--- src/rtl/mem_access_seq.sv ---
// MAR/MDR memory-path sequencer: one request -> address load, data load, strobe/ready handshake, done.
// Read/write take 4+ cycles from start to done; a start is only taken in IDLE, and mem_ready is the only stall.
module mem_access_seq #(
    parameter int unsigned MIN_WAIT = 1,
    parameter int unsigned TIMEOUT  = 16
) (
    input  logic clk,
    input  logic clr,
    input  logic start_rd,
    input  logic start_wr,
    input  logic mem_ready,
    output logic MARin,
    output logic MDRin,
    output logic read,
    output logic MDRout,
    output logic mem_rd,
    output logic mem_wr,
    output logic busy,
    output logic done,
    output logic err
);

    typedef enum logic [2:0] {
        S_IDLE  = 3'd0,
        S_ADDR  = 3'd1,
        S_WDATA = 3'd2,
        S_MEM   = 3'd3,
        S_CAPT  = 3'd4,
        S_DONE  = 3'd5,
        S_ERR   = 3'd6
    } state_t;

    localparam logic [7:0] CNT_LAST = 8'(TIMEOUT - 1);
    localparam logic [8:0] MIN_W9   = 9'(MIN_WAIT);

    state_t     state_q, state_d;
    logic       op_rd_q, op_rd_d;
    logic [7:0] cnt_q, cnt_d;
    logic       wait_ok;
    logic       cnt_last;

    // cnt >= MIN_WAIT written as cnt+1 > MIN_WAIT so MIN_WAIT=0 is not a constant compare
    assign wait_ok  = ({1'b0, cnt_q} + 9'd1) > MIN_W9;
    assign cnt_last = (cnt_q == CNT_LAST);

    always_comb begin
        state_d = state_q;
        op_rd_d = op_rd_q;
        cnt_d   = cnt_q;
        unique case (state_q)
            S_IDLE: begin
                if (start_rd) begin
                    state_d = S_ADDR;
                    op_rd_d = 1'b1;
                end else if (start_wr) begin
                    state_d = S_ADDR;
                    op_rd_d = 1'b0;
                end
            end
            S_ADDR: begin
                state_d = op_rd_q ? S_MEM : S_WDATA;
                cnt_d   = '0;
            end
            S_WDATA: begin
                state_d = S_MEM;
                cnt_d   = '0;
            end
            S_MEM: begin
                cnt_d = cnt_q + 8'd1;
                // a qualified ready on the last allowed cycle still completes normally
                if (mem_ready && wait_ok) begin
                    state_d = op_rd_q ? S_CAPT : S_DONE;
                end else if (cnt_last) begin
                    state_d = S_ERR;
                end
            end
            S_CAPT:  state_d = S_DONE;
            S_DONE:  state_d = S_IDLE;
            S_ERR:   state_d = S_IDLE;
            default: state_d = S_IDLE;
        endcase
    end

    always_ff @(posedge clk) begin
        if (!clr) begin
            state_q <= S_IDLE;
            op_rd_q <= 1'b0;
            cnt_q   <= '0;
        end else begin
            state_q <= state_d;
            op_rd_q <= op_rd_d;
            cnt_q   <= cnt_d;
        end
    end

    // Moore decode straight off the state register
    always_comb begin
        MARin  = 1'b0;
        MDRin  = 1'b0;
        read   = 1'b0;
        MDRout = 1'b0;
        mem_rd = 1'b0;
        mem_wr = 1'b0;
        busy   = (state_q != S_IDLE);
        done   = 1'b0;
        err    = 1'b0;
        unique case (state_q)
            S_IDLE:  ;
            S_ADDR:  MARin = 1'b1;
            S_WDATA: MDRin = 1'b1;
            S_MEM: begin
                mem_rd = op_rd_q;
                mem_wr = !op_rd_q;
            end
            S_CAPT: begin
                MDRin = 1'b1;
                read  = 1'b1;
            end
            S_DONE: begin
                done   = 1'b1;
                MDRout = op_rd_q;
            end
            S_ERR: begin
                done = 1'b1;
                err  = 1'b1;
            end
            default: ;
        endcase
    end

endmodule

--- config.mk ---
export PLATFORM = sky130hd
export DESIGN_NAME = mem_access_seq
export DESIGN_NICKNAME = d
export VERILOG_FILES = /design/src/rtl/mem_access_seq.sv
export SDC_FILE = /design/constraint.sdc
export NUM_CORES = 1
export LEC_CHECK = 0
export BUFFER_PORTS_ARGS = -buffer_cell sky130_fd_sc_hd__buf_2
export CORE_MARGIN = 2
export CORE_UTILIZATION = 25
export CTS_BUF_LIST = sky130_fd_sc_hd__clkbuf_16
export DETAILED_ROUTE_END_ITERATION = 7
export SKIP_LAST_GASP = 1
export SYNTH_ARGS = -nofsm -noshare
export SYNTH_HDL_FRONTEND = slang
export SYNTH_SLANG_ARGS = --single-unit
--- constraint.sdc ---
create_clock -name clk -period 2.5 [get_ports clk]
set_clock_uncertainty 0.1 [all_clocks]
set_input_delay 0.125 -clock clk [delete_from_list [all_inputs] [get_ports clk]]
set_output_delay 0.125 -clock clk [all_outputs]
set_load 0.05 [all_outputs]
### Yosys cells after proc, flatten, opt, wreduce, memory -nomap -nowiden

Cells that the tools add are included.

* multipliers: 0
* $add $sub $neg: 2
* mux-type cells: 18
* divide/modulo/power cells: 0
* bitwise gates (word level): 0
* shifts and indexed selects: 0
* equality and inequality tests: 9
* magnitude comparators: 1
* reductions and logical operators: 11

Operators with widths (number)
* 8-bit case mux with 2 select lines: 1
* 3-bit case mux with 5 select lines: 1
* 1-bit two-way mux: 12
* 3-bit two-way mux: 4
* 8-bit by 1-bit adder with 9-bit output (second input constant): 1
* 3-bit equality test (second input constant): 3
* 9-bit by 1-bit > comparator with 1-bit output (second input constant): 1
* 8-bit by 1-bit adder with 8-bit output (second input constant): 1
* 8-bit by 4-bit equality test with 1-bit output (second input constant): 1
* 3-bit by 2-bit equality test with 1-bit output (second input constant): 2
* 3-bit != test (second input constant): 2
* 2-bit OR reduction: 3
* 2-bit AND reduction: 2
* 2-bit nonzero test: 2
* 3-bit by 1-bit equality test with 1-bit output (second input constant): 1
* 3-bit logical NOT: 1
* 3-bit nonzero test: 1
* 1-bit logical AND: 1
* 1-bit logical NOT: 1

* output and inout bits: 9
* bits in read-only memories: 0
* input bits: 5
* memory bits (writable): 0
* memories: 0
* latch bits: 0
* flip-flop bits (word level): 12
* logic and storage cells: 44

### Depth between registers and ports, before layout

Gate-level depths: netlist (run 1).

* depth after elaboration: 5
* mapped depth: 7

### Worst setup path after synthesis (run 1)

Ideal clock, no wire load.

* path type: reg2reg
* start: register state_q[1]
* end: register state_q[2]
* arrival time: 2194 ps
* slack: 142 ps
* path buffers: 2
* cell stages (with the launch flop): 5
* library setup time: 64 ps
* period minus slack after synthesis: 2358 ps
* path through: dfxtp_1 > buf_2 > clkbuf_1 > nor3b_1 > o221a_1

* cells in the longest elaborated chain, start to end: 3

RTL lines
* from (decl): line 36 `state_t state_q, state_d;`
* from (signal assigned): line 90 `state_q <= state_d;`
* 3-bit by 2-bit equality test with 1-bit output or 3-bit logical NOT (tied branches): line 50 `unique case (state_q)`
* 3-bit != test (no line)
* 2-bit AND reduction (no line)

Several ways; a longest one is shown, not always the timed one.
A chain may end at the register's enable or synchronous reset.

### Worst setup path after layout (run 1)

* start: register state_q[1]
* end: output mem_wr

* cells in the longest elaborated chain, start to end: 2

RTL lines
* 3-bit by 2-bit equality test with 1-bit output: line 107 `unique case (state_q)`
* 1-bit two-way mux: line 107
* to (decl): line 17 `output logic mem_wr,`

Every way passes these cells.

==> summary.md, run 1 <==
| Metric | Value |
|---|---|
| Status | finished, final reports clean |
| Clk_lat worst skew | 240 ps |
| HP Start | start_rd |
| Routed Antenna Nets | 0 |
| Register-to-Register Setup Slack | 550 ps |
| Data required time of the critical path | 2280 ps |
| TNS Setup | 0 ps |
| Crit-path slowest cell | dfxtp_1 |
| Critical Path End Type | output port |
| CP startpoint kind | flip-flop |
| Gr usage total | 10.7% |
| Top cell type's share of synthesized area | between 20% and 30% |
| Die ar. | approximately 4000 um^2 |
| RR Endpoint | state_q[1] |
| Worst setup path class | flip-flop to output port |
| Buf/Inv on CP | 1 |
| DRT Pass-1 Iters | 4 |
| Cell taking the most area after synthesis | dfxtp_1 |
| Clk slew on worst S/H paths | approximately 40 ps |
| Max Slew Vio Count | 0 |
| Hold endpoint | op_rd_q |
| Final Critical Period | approximately 2000 ps |
| Die W | ~63 um |
| Period utilization | about four fifths |
| R2r worst-path depth | 6 |
| Layout area overhead | 20.0% |
| Fmax | 0.502 GHz |
| Initial core utilization | approximately a quarter |
| Final WS setup | between 500 and 600 ps |
| DR iter-0 viols | 33 |
| I/O pin total | 14 |
| Place WS | roughly 560 ps |
| Drt via density | 4.83 |
| Mapped Area | approximately 900 um^2 |
| IO buf count | 13 |
| CP startpoint | state_q[1] |
| Sequential fraction of the synthesis area | approximately 27% |
| Flip-flop and latch area | 240 um^2 |
| Least-Margin Pin Slew | 738 ps |
| Crit-path cells | nand2_1 > nor3_1 > buf_2 |
| Postcts setup bufs | 0 |
| Gr ovfl total | 0 |
| CP arrival | approximately 1800 ps |
| Ranking of synthesized cells by area | dfxtp_1 27%, a21oi_1 6.3%, nand2_1 6.0% |
| Sink Count | 12 |
| Area of the multi-input gates | roughly 580 um^2 |
| Hold slack | 40.5 ps |
| Synth warnings | 0 |
| RSZ-0062 raised after global routing | no |
| Placer congestion estimate | 0.854 |
| Nets | roughly 140 |
| Top delay family on crit path | flip-flops |
| CTS tree | yes |
| Hold Path Depth | 3 |
| Initial antenna violation count | 0 |
| Die height | 63.2 um |
| Share of layout cells above drive strength 1 | about 16% |
| Rel. slew slack | a little over 50% |
| Synth unique cells | 38 |
| Max VDD drop | roughly 0.4 mV |
| Crit path largest cell delay | around 660 ps |
| Dpl hpwl | 1.52 mm |
| FILL cells | slightly below 400 |
| Vias | approximately 850 |
| Placed insts | approximately 170 |
| Critical path fanouts, max | 17 |
| Static leakage | between 0.0004 and 0.0005 uW |
| Rows | 21 |
| Final hold vios | 0 |
| R2r startpoint | cnt_q[0] |
| Synth Instances | 118 |
| Core footprint | 3360 um^2 |
| Tightest Hold Check Type | input pin to flip-flop |
| # setup viols final | 0 |
| CTS Hold Bufs | 0 |
| P per Cell Area | 905 nW/um^2 |
| Vias in the first global route | between 700 and 800 |
| Antenna diode count | 0 |
| Residual DRC | 0 |
| Cell Count, Final, Fillers Out | 175 |
| First-pass GRT wire length | between 3 and 4 mm |
| Synthesis-stage register bit count | 12 |
| DRT Wirelength | ~2.1 mm |
| Post-CTS Resized | 0 |
| Net Count, Synth | around 130 |
| TritonCTS buffer count | 3 |
| H-tree Lvls | 1 |
| CTS max path bufs | 2 |
| MaxCap Viol Count | 0 |
| CTS Root Cell | clkbuf_16 |
| WL per Instance | approximately 12 um |
| Largest net degree at the start of global routing | 22 |
| Synthesized area per cell | between 7 and 8 um^2 |
==> sequential cells by signal, indices dropped and copies added, names as in the netlist <==
name,count
state_q,3
op_rd_q,1
cnt_q,8
==> layout make-up <==
class | count | area share [%]
timing repair buffer | 14 | 6.90
inverter | 7 | 2.50
sequential | 12 | 22.8
tap | 46 | 5.47
clock inverter | 1 | 0.357
clock buffer | 3 | 7.13
multi-input combinational | 92 | 54.8
==> power by group <==
part           switching [uW]  total (uW)  internal, uW
sequential               61.6         276           215
combinational             259         379           119
clock                    86.8         298           211
==> synth_stat cells (all sizes together) <==
| master | n |
|---|---|
| o211a | 2 |
| or3 | 1 |
| nor2 | 14 |
| mux2i | 3 |
| and2 | 3 |
| nand2b | 1 |
| or2 | 1 |
| a22oi | 2 |
| mux2 | 3 |
| o221a | 1 |
| ha | 2 |
| o21bai | 2 |
| xor2 | 2 |
| clkbuf | 3 |
| a22o | 1 |
| nor3b | 2 |
| a21o | 2 |
| o21a | 1 |
| inv | 7 |
| a311oi | 1 |
| nand4 | 1 |
| o21ai | 3 |
| nand2 | 14 |
| nor3 | 7 |
| dfxtp | 12 |
| a31oi | 2 |
| xnor2 | 1 |
| and4b | 1 |
| nor4 | 1 |
| nand3 | 5 |
| a21oi | 12 |
| and4 | 1 |
| buf | 4 |
==> routing by layer <==
layer	GRT usage, %	share of wire, %	vias up
li1	-	-	436
met1	14.0	49	386
met2	17.4	46	23
met3	3.75	5.4	0
met4	1.63	0	0
met5	0	0	-
==> metrics by stage <==
| stage | instance area (um^2) | utilization [%] | total power (uW) |
|---|---|---|---|
| 2_1_floorplan | 877 | - | 576 |
| 5_1_grt | 1050 | 31.3 | 1000 |
| 3_5_place_dp | 973 | 28.9 | 658 |
| 4_1_cts | 1050 | 31.3 | 962 |
| 6_report | 1050 | 31.3 | 953 |
| 3_3_place_gp | 973 | 28.9 | 649 |
==> cells in the final DEF (no fill, tap or decap), drive strengths merged, types with 5 or more instances in the layout <==
master | netlist | final
nand2 | 14 | 14
inv | 7 | 7
nand3 | 5 | 5
nor3 | 7 | 7
a21oi | 12 | 12
buf | 4 | 14
nor2 | 14 | 14
dfxtp | 12 | 12
==> worst reg2reg max path, delay by kind of cell (launching register included) <==
family / cells / cell delay, ps
AOI/OAI and AO/OA: 2 / 420
adders and majority gates: 1 / 290
DFF: 1 / 410
muxes: 1 / 250
and+or+nand+nor: 2 / 380
==> how the worst max path moves through the flow <==
stage | end | cells after the start
finish | mem_wr | 3
global placement | state_q[0] | 6
floorplan | state_q[2] | 4
detailed placement | state_q[0] | 6
CTS | mem_rd | 3
global route | mem_rd | 3
==> kinds of logic (layout without fill, tap and decap cells) <==
logic type	after synthesis	after routing	share of synthesized area, %
AND/OR/NAND/NOR	52	52	30.7
AO/OA/AOI/OAI	29	29	22.0
buffers and inverters	14	25	6.85
flip-flops	12	12	27.4
multiplexers	6	6	7.28
XOR/XNOR	3	3	3.00
adder cells (fa/ha/maj)	2	2	2.85
Note: power is estimated with default switching activity, not from simulation.
==> inputs of run 2 (changes only) <==
- clock period: 2.5 -> 1.8 ns (I/O delays scaled with it)
==> summary.md, run 2 (synthesis results as in run 1) <==
| Metric | Value |
|---|---|
| IO buf count | 13 (unchanged) |
| Dpl hpwl | 1.60 mm (+5.3%) |
| Die height | 63.2 um (unchanged) |
| Least-Margin Pin Slew | 316 ps (-422 ps) |
| Register-to-Register Setup Slack | 70 ps (-480 ps) |
| Tightest Hold Check Type | input pin to flip-flop |
| Clock share of power | 28.9% (-2.4 points) |
| Rel. slew slack | 78.9% (+28 points) |
| Cell Count, Final, Fillers Out | 184 (+5.1%) |
| Hold Path Depth | 2 (-1) |
| Vias | 892 (+5.6%) |
| Final Critical Period | about 1700 ps |
| P_int | 822 uW (+51%) |
| Fmax | between 0.5 and 0.6 GHz |
| CTS tree | yes |
| Vias in the first global route | 846 (+12%) |
| CP startpoint kind | flip-flop |
| Place WS | -10.8 ps (-569 ps) |
| Worst setup path class | flip-flop to flip-flop |
| Sw Share | 41.2% (-1.6 points) |
| Max Slew Vio Count | 0 (unchanged) |
| Die ar. | 4000 um^2 (unchanged) |
| Net Switching | 577 uW (+41%) |
| Placed insts | 180 (+5.3%) |
| Final hold vios | 0 (unchanged) |
| H-tree Lvls | 1 (unchanged) |
| DRT Wirelength | 2.25 mm (+7.6%) |
| Critical path fanouts, max | 5 (-12) |
| # setup viols final | 0 (unchanged) |
| Core footprint | 3360 um^2 (unchanged) |
| Postcts setup bufs | 0 (unchanged) |
| Drt via density | 4.85 (+0.40%) |
| CTS Root Cell | clkbuf_16 |
| WL per Instance | 12.2 um (+2.4%) |
| DR iter-0 viols | 47 (+42%) |
| Routed Antenna Nets | 0 (unchanged) |
| Status | finished, final reports clean |
| Sequential fraction of design power | 27.1% (-1.9 points) |
| TritonCTS buffer count | 3 (unchanged) |
| Final WS setup | 74.5 ps (-433 ps) |
| Antenna diode count | 0 (unchanged) |
| CP arrival | 1750 ps (-20 ps) |
| Most frequent cells in the layout | 13 x nor2_1, 13 x nand2_1, 13 x buf_2, 11 x a21oi_1, 10 x buf_4 |
| Period utilization | 95.9% |
| R2r worst-path depth | 6 (unchanged) |
| Max reg flops | 8 (unchanged) |
| Max VDD drop | 0.429 mV (+6.6%) |
| TNS Setup | 0 ps (unchanged) |
| Largest regs | cnt_q (8), state_q (3), op_rd_q (1) |
| Comb power frac | 44.0% (+4.3 points) |
| CTS max path bufs | 2 (unchanged) |
| RR Endpoint | state_q[0] |
| Placer congestion estimate | 0.793 (-7.1%) |
| Initial core utilization | 26.1% (unchanged) |
| Die W | 63.2 um (unchanged) |
| Layout area overhead | 33.7% |
| Residual DRC | 0 (unchanged) |
| Clk slew on worst S/H paths | 40 ps (about the same) |
| Most flops, register | cnt_q |
| Data required time of the critical path | 1830 ps (-450 ps) |
| DRT Pass-1 Iters | 4 (unchanged) |
| P per Cell Area | 1190 nW/um^2 (+32%) |
| MaxCap Viol Count | 0 (unchanged) |
| Critical Path End Type | flip-flop |
| Sink Count | 12 (unchanged) |
| First-pass GRT wire length | 3.71 mm (+7.6%) |
| I/O pin total | 14 (unchanged) |
| Nets | 147 (+7.3%) |
| Gr usage total | 11.7% (+0.94 points) |
| HP Start | clr |
| Static leakage | 0.000495 uW (+13%) |
| Largest net degree at the start of global routing | 17 (-23%) |
| R2r startpoint | cnt_q[1] |
| Rows | 21 (unchanged) |
| Clk_lat worst skew | 240 ps (about the same) |
| Share of layout cells above drive strength 1 | 29.7% (+13 points) |
| Hold endpoint | cnt_q[4] |
| Initial antenna violation count | 0 (unchanged) |
| Gr ovfl total | 0 (unchanged) |
[run 2: cell count changes in the layout (fill, tap and decap cells not counted), moves of 2 or more]
cell	delta
nor3b_1	-2
dfxtp_2	+4
buf_4	+9
nor3b_2	+2
dfxtp_1	-5
[run 2: per-layer routing]
layer | part of all wire (%) | vias up | GRT usage, % | wire, um
met5 | 0 | - | 0 | 0
met4 | 0.85 | 0 | 3.26 | 19
met3 | 5.5 | 3 | 3.75 | 124
met1 | 47 | 407 | 15.1 | 1060
li1 | - | 458 | - | -
met2 | 46 | 24 | 18.6 | 1040
[run 2: what timing repair did]
item                                    4_1_cts  5_1_grt
resized for setup                             3        9
endpoints found under the hold margin         1        0
cloned                                        0        0
hold buffers                                  1        0
pin swaps                                     1        4
endpoints found under the setup margin        4        6
[run 2: metrics by stage]
stage / power, uW / hold slack, ps / area, um^2 / utilization, %
floorplan: 808 / 112 / 887 / -
detailed placement: 990 / 246 / 1050 / 31.3
finish: 1400 / 34.8 / 1170 / 34.9
global route: 1490 / 44.5 / 1170 / 34.9
CTS: 1410 / 30.0 / 1140 / 34.0
global placement: 975 / 240 / 1050 / 31.3
[run 2: worst max-delay path, stage by stage (launching register included)]
cell and delay (ps):
dfxtp_4 370, ha_4 150, nand3_2 140, nor4_4 300, nor3_1 80, o211a_1 220
mux2_2 250
[run 2: how the worst max path moves through the flow]
stage,startpoint,end,slack [ps],cells past startpoint
after floorplan,state_q[2],mem_rd,-140,3
after global placement,cnt_q[1],state_q[0],30,6
after detailed placement,cnt_q[1],state_q[1],-10,6
after CTS,cnt_q[1],state_q[1],9,6
after global routing,cnt_q[1],state_q[0],-20,6
final,cnt_q[1],state_q[0],70,6
[run 2: area by class of cell]
cell class	instances	area (um^2)
Fill cell	384	2190
Multi-Input combinational cell	92	614
Sequential cell	12	249
Timing Repair Buffer	24	150
Clock buffer	3	75.1
Tap cell	46	57.6
Inverter	7	26.3
[run 2: power groups by stage]
stage | Sequential [uW] | Clock (uW) | Combinational (uW)
floorplan | 316 | 0 | 492
global placement | 374 | 0 | 602
detailed placement | 377 | 0 | 613
CTS | 374 | 414 | 618
global route | 391 | 430 | 671
finish | 379 | 404 | 615
==> inputs of run 3 (changes only) <==
==> constraint.sdc (replaced) <==
create_clock -name clk -period 1.8 [get_ports clk]
set_clock_uncertainty 0.1 [all_clocks]
set_input_delay 0.18 -clock clk [delete_from_list [all_inputs] [get_ports clk]]
set_output_delay 0.18 -clock clk [all_outputs]
set_load 0.05 [all_outputs]
==> summary.md, run 3 (synthesis results as in run 1) <==
| Metric | Value |
|---|---|
| Status | finished, final reports clean |
| CTS Root Cell | clkbuf_16 |
| Die ar. | 4000 um^2 (unchanged) |
| Critical path fanouts, max | 5 (unchanged) |
| Drt via density | 4.87 (+0.37%) |
| Layout area overhead | 36.8% |
| Hold endpoint | op_rd_q |
| # setup viols final | 0 (unchanged) |
| RSZ-0062 raised after global routing | yes |
| Rows | 21 (unchanged) |
| Final Power | 1400 uW (+0.32%) |
| First-pass GRT wire length | 3.84 mm (+3.3%) |
| Vias in the first global route | 851 (+0.59%) |
| Fmax | 0.571 GHz (-1.5%) |
| Antenna diode count | 0 (unchanged) |
| Rel. slew slack | 51.0% (-28 points) |
| Final hold vios | 0 (unchanged) |
| Clk_lat worst skew | 240 ps (about the same) |
| Hold Path Depth | 3 (+1) |
| TritonCTS buffer count | 3 (unchanged) |
| Least-Margin Pin Slew | 734 ps (+418 ps) |
| H-tree Lvls | 1 (unchanged) |
| Sink Count | 12 (unchanged) |
| Largest net degree at the start of global routing | 15 (-2) |
| Vias | 905 (+1.5%) |
| Die height | 63.2 um (unchanged) |
| Postcts setup bufs | 0 (unchanged) |
| Residual DRC | 0 (unchanged) |
| Gr usage total | 11.9% (+0.21 points) |
| MaxCap Viol Count | 0 (unchanged) |
| Share of layout cells above drive strength 1 | 32.1% (+2.4 points) |
| Core footprint | 3360 um^2 (unchanged) |
| DR iter-0 viols | 27 (-43%) |
| Util after Layout | 35.7% (+0.82 points) |
| Initial core utilization | 26.1% (unchanged) |
| Critical Path End Type | flip-flop |
| Initial antenna violation count | 0 (unchanged) |
| HP Start | start_rd |
| Tightest Hold Check Type | input pin to flip-flop |
| Nets | 149 (+1.4%) |
| Data required time of the critical path | 1830 ps (about the same) |
| Period utilization | 97.3% (+1.5 points) |
| CTS Hold Bufs | 0 (-1) |
| Die W | 63.2 um (unchanged) |
| WL per Instance | 12.2 um (-0.28%) |
| CP startpoint kind | flip-flop |
| DRT Pass-1 Iters | 4 (unchanged) |
| Max reg flops | 8 (unchanged) |
| Register-to-Register Setup Slack | 50 ps (-30 ps) |
| Largest regs | cnt_q (8), state_q (3), op_rd_q (1) |
| Placer congestion estimate | 0.844 (+6.3%) |
| Max Slew Vio Count | 0 (unchanged) |
| Most flops, register | cnt_q |
| Static leakage | 0.000508 uW (+2.6%) |
| Clk slew on worst S/H paths | 40 ps (about the same) |
| Crit-path slowest cell | dfxtp_2 |
| Routed Antenna Nets | 0 (unchanged) |
| Worst setup path class | flip-flop to flip-flop |
| CTS tree | yes |
| R2r startpoint | cnt_q[0] |
| I/O pin total | 14 (unchanged) |
| Max VDD drop | 0.478 mV (+12%) |
| CP arrival | 1780 ps (+30 ps) |
| CTS max path bufs | 2 (unchanged) |
| DRT Wirelength | 2.27 mm (+0.80%) |
| RR Endpoint | state_q[0] |
| R2r worst-path depth | 6 (unchanged) |
| Crit-path cells | ha_4 > nand3_4 > nor4_4 > nor3_1 > o211a_1 > mux2_2 |
| Dpl hpwl | 1.69 mm (+5.4%) |
| P per Cell Area | 1170 nW/um^2 (-2.0%) |
| Final Critical Period | 1750 ps (+26.7 ps) |
| IO buf count | 13 (unchanged) |
| Crit path largest cell delay | 370 ps (about the same) |
| Gr ovfl total | 0 (unchanged) |
| Most frequent cells in the layout | 13 x nand2_1, 13 x buf_2, 13 x buf_4, 12 x nor2_1, 11 x a21oi_1 |
## run 3: changes by cell type in the layout (fill, tap and decap cells not counted), sizes merged
| cell | previous run | this run |
|---|---|---|
| buf | 23 | 26 |
| dlygate4sd3 | 1 | 0 |
## run 3: through the flow
| stage | hold slack [ps] | setup WS, ps | cell area [um^2] | TNS, ps | instances |
|---|---|---|---|---|---|
| 2_1_floorplan | 202 | -226 | 890 | -462 | 118 |
| 3_3_place_gp | 326 | 41.4 | 1080 | 0 | 183 |
| 3_5_place_dp | 334 | -12.7 | 1080 | -12.7 | 183 |
| 4_1_cts | 86.1 | 11.0 | 1160 | 0 | 186 |
| 5_1_grt | 104 | -51.4 | 1200 | -51.4 | 186 |
| 6_report | 86.3 | 47.8 | 1200 | 0 | 186 |
## run 3: power by group
part / total [uW] / internal [uW] / leakage, uW / switching, uW
Clock: 398 / 289 / 0.0000370 / 109
Combinational: 633 / 231 / 0.000372 / 401
Sequential: 372 / 302 / 0.0000987 / 70.1
## run 3: cell type report
cell class,count,area [um^2]
fill,374,2160
tap,46,57.6
inverter,7,26.3
sequential,12,244
multi-input combinational,92,634
clock buffer,3,75.1
timing repair buffer,26,163
## run 3: repair_timing
action	4_1_cts	5_1_grt
pin swaps	1	1
gates cloned	0	0
resized for setup	4	8
setup endpoints to repair	5	6
## run 3: critical path, delay by kind of cell, from the launching register on
family / cells / cell delay (ps)
AO/OA/AOI/OAI: 1 / 230
adder cells (fa/ha/maj): 1 / 170
flip-flops: 1 / 370
multiplexers: 1 / 250
AND/OR/NAND/NOR: 3 / 520
## run 3: layer usage
layer,part of all wire [%],track usage (%),routed length [um],vias up
li1,-,-,-,465
met1,47,15.2,1060,415
met2,48,19.5,1080,22
met3,4.4,2.86,100,3
met4,1.2,4.08,28,0
met5,0,0,0,-
## run 3: how the worst max path moves through the flow
stage | depth (start not counted) | slack (ps) | from | to
floorplan | 3 | -230 | state_q[2] | mem_rd
global placement | 6 | 40 | cnt_q[1] | state_q[0]
detailed placement | 6 | -10 | cnt_q[1] | state_q[0]
CTS | 6 | 10 | cnt_q[0] | state_q[0]
global route | 6 | -50 | cnt_q[0] | state_q[0]
finish | 6 | 50 | cnt_q[0] | state_q[0]
